## src/rtl/stream_mux.sv

```systemverilog
// stream_mux: NUM_CH-to-1 registered stream multiplexer with packet locking and a forced-select mode.
// Define STREAM_MUX_RR_EN for round-robin arbitration; when it is undefined, the lowest-index valid channel wins.
module stream_mux #(
    parameter int  DATA_WIDTH = 16,
    parameter int  NUM_CH     = 4,
    localparam int SEL_W      = $clog2(NUM_CH)
) (
    input  logic                         clk,
    input  logic                         rst_n,
    input  logic [NUM_CH*DATA_WIDTH-1:0] d,
    input  logic [NUM_CH-1:0]            d_valid,
    input  logic [NUM_CH-1:0]            d_last,
    output logic [NUM_CH-1:0]            d_ready,
    input  logic                         force_en,
    input  logic [SEL_W-1:0]             force_sel,
    output logic [DATA_WIDTH-1:0]        q,
    output logic                         q_valid,
    output logic                         q_last,
    output logic [SEL_W-1:0]             q_ch,
    input  logic                         q_ready
);
    typedef enum logic [0:0] {IDLE = 1'b0, LOCKED = 1'b1} state_t;

    localparam logic [SEL_W:0] NUM_CH_W = (SEL_W + 1)'(NUM_CH);

    state_t                  state_r, state_next_s;
    logic [SEL_W-1:0]        lock_ch_r, lock_ch_next_s;
    logic [SEL_W-1:0]        grant_s;
    logic                    grant_valid_s;
    logic                    load_en_s;
    logic                    xfer_s;
    logic [DATA_WIDTH-1:0]   d_sel_s;
    logic [NUM_CH-1:0]       d_ready_s;
    logic [DATA_WIDTH-1:0]   q_r;
    logic                    q_valid_r;
    logic                    q_last_r;
    logic [SEL_W-1:0]        q_ch_r;
`ifdef STREAM_MUX_RR_EN
    localparam logic [SEL_W-1:0] LAST_CH = SEL_W'(NUM_CH - 1);
    localparam logic [SEL_W-1:0] ONE_CH  = SEL_W'(1);
    logic [SEL_W-1:0]        ptr_r, ptr_next_s;
`endif

    assign load_en_s = !q_valid_r || q_ready;
    // grant_valid_s already implies the granted channel has a valid beat
    assign xfer_s    = load_en_s && grant_valid_s;

    // Arbitration: the locked channel, the forced channel, or a priority search from the pointer/channel 0
    always_comb begin
        logic [SEL_W-1:0] idx;
        grant_s       = '0;
        grant_valid_s = 1'b0;
        idx           = '0;
        if (state_r == LOCKED) begin
            grant_s       = lock_ch_r;
            grant_valid_s = d_valid[lock_ch_r];
        end else if (force_en) begin
            if ({1'b0, force_sel} < NUM_CH_W) begin
                grant_s       = force_sel;
                grant_valid_s = d_valid[force_sel];
            end else begin
                grant_s       = '0;
                grant_valid_s = 1'b0;
            end
        end else begin
            // Scan from the lowest priority down so the highest-priority valid channel is written last
            for (int k = NUM_CH - 1; k >= 0; k--) begin
`ifdef STREAM_MUX_RR_EN
                idx = SEL_W'((int'(ptr_r) + k) % NUM_CH);
`else
                idx = SEL_W'(k);
`endif
                if (d_valid[idx]) begin
                    grant_s       = idx;
                    grant_valid_s = 1'b1;
                end else begin
                    grant_s       = grant_s;
                    grant_valid_s = grant_valid_s;
                end
            end
        end
    end

    // Payload select for the granted channel and the one-hot ready
    always_comb begin
        d_sel_s   = '0;
        d_ready_s = '0;
        for (int k = 0; k < NUM_CH; k++) begin
            if (grant_s == SEL_W'(k)) begin
                d_sel_s = d[k*DATA_WIDTH +: DATA_WIDTH];
            end else begin
                d_sel_s = d_sel_s;
            end
        end
        if (xfer_s) begin
            d_ready_s[grant_s] = 1'b1;
        end else begin
            d_ready_s = '0;
        end
    end

    assign d_ready = d_ready_s;

    // Lock FSM next state: a non-last beat in IDLE locks onto its channel, a last beat unlocks
    always_comb begin
        state_next_s   = state_r;
        lock_ch_next_s = lock_ch_r;
        case (state_r)
            IDLE: begin
                if (xfer_s && !d_last[grant_s]) begin
                    state_next_s   = LOCKED;
                    lock_ch_next_s = grant_s;
                end else begin
                    state_next_s   = IDLE;
                    lock_ch_next_s = lock_ch_r;
                end
            end
            LOCKED: begin
                if (xfer_s && d_last[grant_s]) begin
                    state_next_s = IDLE;
                end else begin
                    state_next_s = LOCKED;
                end
            end
            default: begin
                state_next_s   = IDLE;
                lock_ch_next_s = '0;
            end
        endcase
    end

    // Lock FSM state register
    always_ff @(posedge clk or negedge rst_n) begin
        if (!rst_n) begin
            state_r   <= IDLE;
            lock_ch_r <= '0;
        end else begin
            state_r   <= state_next_s;
            lock_ch_r <= lock_ch_next_s;
        end
    end

`ifdef STREAM_MUX_RR_EN
    // Pointer moves just past every granted channel, wrapping at NUM_CH
    always_comb begin
        ptr_next_s = ptr_r;
        if (xfer_s) begin
            ptr_next_s = (grant_s == LAST_CH) ? '0 : grant_s + ONE_CH;
        end else begin
            ptr_next_s = ptr_r;
        end
    end

    // Round-robin pointer register
    always_ff @(posedge clk or negedge rst_n) begin
        if (!rst_n) begin
            ptr_r <= '0;
        end else begin
            ptr_r <= ptr_next_s;
        end
    end
`endif

    // Output pipeline register: load on transfer, drain when free, hold on back-pressure
    always_ff @(posedge clk or negedge rst_n) begin
        if (!rst_n) begin
            q_r       <= '0;
            q_valid_r <= 1'b0;
            q_last_r  <= 1'b0;
            q_ch_r    <= '0;
        end else if (xfer_s) begin
            q_r       <= d_sel_s;
            q_valid_r <= 1'b1;
            q_last_r  <= d_last[grant_s];
            q_ch_r    <= grant_s;
        end else if (load_en_s) begin
            q_valid_r <= 1'b0;
        end else begin
            q_valid_r <= q_valid_r;
        end
    end

    assign q       = q_r;
    assign q_valid = q_valid_r;
    assign q_last  = q_last_r;
    assign q_ch    = q_ch_r;

endmodule

```

## config.mk

```make
export PLATFORM = sky130hd
export DESIGN_NAME = stream_mux
export DESIGN_NICKNAME = d
export VERILOG_FILES = /design/src/rtl/stream_mux.sv
export SDC_FILE = /design/constraint.sdc
export NUM_CORES = 1
export LEC_CHECK = 0
export BUFFER_PORTS_ARGS = -buffer_cell sky130_fd_sc_hd__buf_4
export CAP_MARGIN = 10
export CORE_ASPECT_RATIO = 2
export CORE_MARGIN = 2
export CORE_UTILIZATION = 46
export CTS_CLUSTER_SIZE = 14
export DETAILED_ROUTE_END_ITERATION = 10
export PLACE_DENSITY = 0.86
export SKIP_CTS_REPAIR_TIMING = 1
export SLEW_MARGIN = 20
export SYNTH_ARGS = -nofsm -noshare
export SYNTH_HDL_FRONTEND = slang
export SYNTH_SLANG_ARGS = --single-unit
```

## constraint.sdc

```tcl
create_clock -name clk -period 5.4 [get_ports clk]
set_input_delay 1.08 -clock clk [delete_from_list [all_inputs] [get_ports clk]]
set_output_delay 1.08 -clock clk [all_outputs]
set_load 0.02 [all_outputs]
```

---- After elaboration in Yosys (flattened, before gate mapping) ----
Index checks and enable logic that the tools add are counted.
word-level totals
  bits in registers ....................... 23
  bits of input ports ..................... 78
  output and inout port bits .............. 24
  logic and storage cells ................. 54
cells by class
  magnitude comparators ................... 4
  equality and inequality tests ........... 3
  muxes and demuxes ....................... 30
  bitwise operators ....................... 1
  reduce and logical (&&, ||, !) cells .... 10
operator list
  cell                                                                          number
  16-bit two-way mux                                                            4
  1-bit two-way mux                                                             14
  2-bit two-way mux                                                             6
  2-bit by 3-bit less-than comparator with 1-bit output, second input constant  3
  1-bit binary-select mux with 2-bit select                                     3
  2-bit == test, second input constant                                          2
  1-bit logical AND                                                             4
  4-bit two-way mux                                                             1
  1-bit demux with 2-bit select                                                 1
  2-bit by 1-bit == test with 1-bit output, second input constant               1
  2-bit by 1-bit >= comparator with 1-bit output, second input constant         1
  1-bit logical NOT                                                             2
  2-bit logical NOT                                                             1
  1-bit case mux with 2 select lines                                            1
  2-bit AND reduction                                                           1
  2-bit nonzero test                                                            1
  1-bit logical OR                                                              1
  1-bit NOT                                                                     1

---- Logic depth before layout (Yosys ltp) ----
  word-level depth ........................ 12
  mapped depth ............................ 9
  gate-level depth less buffers ........... 6

---- Worst setup path after synthesis ----
No wires, ideal clock.
  path type ............................... in2out
  start ................................... input port d_valid[0]
  end ..................................... output port d_ready[3]
  arrival ................................. 2.415 ns
  data required time ...................... 4.320 ns
  path slack .............................. 1.905 ns
  stages on the path ...................... 6
  path buffers ............................ 1
  cell sequence ........................... or3_4 > o32ai_1 > or3_1 > nand2_1 > buf_2 > and3_1
on the way
  longest elaborated chain between the ends .. 8
  elaborated cells between the ends (all ways) .. 17
  classes of those cells .................. order compare: 2; mux: 13; reduce/logical: 2
RTL lines
  item                                                                                                                                           RTL line  RTL
  from (decl)                                                                                                                                    11        input logic [NUM_CH-1:0] d_valid,
  2-bit two-way mux                                                                                                                              73        if (d_valid[idx]) begin
  2-bit two-way mux                                                                                                                              57        end else if (force_en) begin
  2-bit two-way mux                                                                                                                              54        if (state_r == LOCKED) begin
  2-bit by 3-bit less-than comparator with 1-bit output (implied by the code) or 2-bit by 1-bit >= comparator with 1-bit output (tied branches)  96        d_ready_s[grant_s] = 1'b1;
  1-bit logical AND (implied by the code)                                                                                                        96
  1-bit two-way mux (implied by the code)                                                                                                        96
  1-bit demux with 2-bit select                                                                                                                  96
  4-bit two-way mux *                                                                                                                            95        if (xfer_s) begin
  to (decl)                                                                                                                                      13        output logic [NUM_CH-1:0] d_ready,
Mark *: on every way between the ends. The rest lies on a longest branch, timed or not. The select of a mux whose other input is x is not followed.

---- Final worst setup path ----
Same ends and word-level chain as after synthesis.

==> qor.json <==
{
  "synthesis": {
    "synth_warnings": 0,
    "post_synth_and_or_nand_nor_area_fraction": 0.118,
    "net_count_after_synthesis": 259,
    "synth-seq-cells": 23,
    "synth-adder-area-share": 0,
    "synth_compound_area_frac": 0.186,
    "synth.yosys.seq_area_share": 0.347,
    "netlist_instances": 181,
    "synth.avg_cell_area_sq_um": 9.17,
    "mappedNetlistArea_sq_mm": 0.00166,
    "largest_family_of_logic_cells_by_synthesized_area": "multiplexers",
    "synth_xor_area_frac": 0,
    "post_synth_mux_area_share": 0.258,
    "synth_cell_types": 30
  },
  "worst_setup_path": {
    "timing.critical_path.required_ns": 4.32,
    "worst_path_largest_cell_delay_ns": 0.41,
    "worst_r2r_path_depth": 6,
    "reg2reg_from": "state_r$_DFF_PN0_",
    "critPathSlowestCell": "or3_4",
    "timing.critical_path.to_type": "output pin",
    "setup.worst_path.start_class": "primary input",
    "critPathKind": "primary input to output pin",
    "path_cells": "buf_4 -> or3_4 -> o32ai_1 -> or3_1 -> nand2_1 -> and3_1 -> buf_4",
    "worst-endpoint-arrival_ns": 2.64,
    "timing.reg2reg.setup_slack_ns": 3.04,
    "timing.critical_path.fanout_max": 7,
    "critical-path-top-cell-by-count": "buf_4",
    "critical_path.reg2reg.endpoint": "lock_ch_r[1]$_DFFE_PN0P_"
  },
  "die": {
    "io-pin-count": 102,
    "initial_core_util": 0.486,
    "core_area_sq_mm": 0.00342,
    "dieHeight_um": 88.9,
    "die_boundary_width_um": 46.5,
    "die_area_sq_mm": 0.00413,
    "rows": 30
  },
  "route": {
    "num_vias": 1654,
    "drt_wl_total_um": 4250,
    "wire_per_inst_um": 13.1,
    "detail-route-antenna-nets": 0,
    "drc": 0,
    "initialDrtViolationCount": 19,
    "per_cell_via_count_in_the_routed_design": 5.10,
    "dr.pass1.iters": 6
  },
  "worst_hold_path": {
    "timing.hold.worst.class": "register to register",
    "hold-path-endpoint": "q_ch[1]$_DFFE_PN0P_",
    "startpoint_of_the_worst_hold_path": "q_ch[1]$_DFFE_PN0P_",
    "min_path_cells": 1
  },
  "clock_network": {
    "number_of_buffers_created_by_cts": 3,
    "cts_num_sinks": 23,
    "cts_buffer_depth": 2,
    "htreeDepth": 1,
    "cts_tree": "built",
    "worst_skew_pair.late_latency_ns": 0.25,
    "worst_setup_hold_path_clk_slew_ns": 0.08,
    "cts_root_buffer": "clkbuf_8"
  },
  "power": {
    "cellLeakagePower_nw": 1.17,
    "finalPower_mw": 1.13,
    "power_switching_share": 0.437,
    "clock_power_share": 0.091,
    "pwr-share-seq": 0.275,
    "p_per_area_mw_per_mm2": 458,
    "power_frac_comb": 0.634,
    "switchingPower_uw": 494,
    "vdd_drop_max_mv": 0.329,
    "internal_power_uw": 636
  },
  "grt": {
    "grt_max_degree": 39,
    "grt_overflow": 0,
    "grt_pass1_wl_um": 6690,
    "overall_fraction_of_global_route_tracks_in_use": 0.218,
    "via_count_of_the_first_global_routing_pass": 1638,
    "antenna_found_initial": 0
  },
  "placement": {
    "dp_slack_ns": 1.68,
    "gp_congestion": 0.766,
    "placed_area_sq_mm": 0.00242,
    "placement.io_buffers": 101,
    "placedCellCount": 320,
    "detailedPlacementHpwl_um": 3380
  },
  "layout": {
    "layout_common_cells": "104 x buf_4, 24 x nand2_1, 23 x dfrtp_1, 19 x o21ai_1, 19 x inv_1",
    "nNetsFinal": 355,
    "post-route-util": 0.722,
    "drive_above_1_share": 0.438,
    "storage_cell_area_sq_um": 576,
    "inserted_diodes": 0,
    "footprint_of_the_multi_input_gates_sq_um": 932,
    "finalNonFillerCells": 324,
    "post-route-cell-area_sq_mm": 0.00246,
    "num-fill-cells": 264,
    "layout_commonest_cell": "buf_4",
    "layout-area-overhead-vs-synth_pct": 48.6
  },
  "sta": {
    "worst_hold_slack_ns": 0.505,
    "max_freq_mhz": 269,
    "setup-tns-final_ns": 0,
    "grt_setup_unrepaired": "no",
    "max_slew_margin_vs_limit": 0.676,
    "worst_slew_pin_slew_ns": 0.486,
    "slew_violations": 0,
    "setup_violations": 0,
    "timing.final.ws_setup_ns": 1.68,
    "period_needed_ns": 3.72,
    "fin_worst_skew_ns": 0.00355,
    "period_share": 0.689,
    "final_hold_viol_count": 0
  },
  "status": {
    "outcome": "finished clean"
  },
  "job": {
    "max_cap_violations": 0
  }
}
flip-flops by register name, indices dropped and copies added, names as in the netlist:
register	count
state_r	1
q_ch	2
lock_ch_r	2
q_last	1
q_valid	1
q	16
power groups by stage:
stage | Sequential, mW | Clock, mW | Combinational, mW
floorplan | 0.390 | 0 | 0.419
global placement | 0.310 | 0 | 0.711
detailed placement | 0.313 | 0 | 0.725
CTS | 0.311 | 0.106 | 0.727
global route | 0.323 | 0.114 | 0.779
finish | 0.311 | 0.103 | 0.716
worst max-delay path: cells and delay by family:
kind | cells | cell delay, ns
compound gates | 1 | 0.26
buf+inv | 2 | 0.27
simple gates | 4 | 1.03
cell type report:
cell class | count | share of cell area
Sequential cell | 23 | 0.234
Clock buffer | 4 | 0.0183
Multi-Input combinational cell | 126 | 0.378
Timing Repair Buffer | 104 | 0.317
Tap cell | 48 | 0.0244
Inverter | 19 | 0.0289
cells in the mapped netlist, drive strengths merged:
library cell | count | area share
a21oi | 3 | 0.0090
mux4 | 1 | 0.014
nand3b | 1 | 0.0045
nor2 | 5 | 0.011
nor3 | 1 | 0.0030
o31ai | 1 | 0.0045
nand2 | 24 | 0.054
o21a | 2 | 0.0090
o32ai | 1 | 0.0053
nor3b | 1 | 0.0045
nand2b | 5 | 0.019
mux2 | 18 | 0.12
nand3 | 1 | 0.0030
nor2b | 1 | 0.0038
clkbuf | 3 | 0.0068
o21ai | 20 | 0.060
buf | 10 | 0.041
o311ai | 2 | 0.021
and3 | 1 | 0.0038
mux2i | 19 | 0.12
inv | 19 | 0.043
dfrtp | 23 | 0.35
or3 | 2 | 0.011
o211ai | 17 | 0.077
worst max path at each step:
stage	cells after the start	slack [ns]	from	endpoint
after floorplan	6	1.91	d_valid[0]	d_ready[3]
after global placement	7	1.73	d_valid[0]	d_ready[3]
after detailed placement	7	1.68	d_valid[0]	d_ready[3]
after CTS	7	1.68	d_valid[0]	d_ready[3]
after global routing	8	1.57	d_valid[0]	d_ready[0]
final	7	1.68	d_valid[0]	d_ready[3]
routing by layer:
| metal | wire [um] | GRT usage | part of all wire |
|---|---|---|---|
| met5 | 0 | 0 | 0 |
| met4 | 115 | 0.104 | 0.027 |
| met3 | 247 | 0.0242 | 0.058 |
| met2 | 2430 | 0.415 | 0.57 |
| met1 | 1450 | 0.215 | 0.34 |
cells by family (layout without fill, tap and decap cells):
logic type,count (synthesis),in the layout
compound gates,46,46
buf+inv,32,127
flops,23,23
mux,38,38
simple gates,42,42
(Power assumes the default switching activity.)
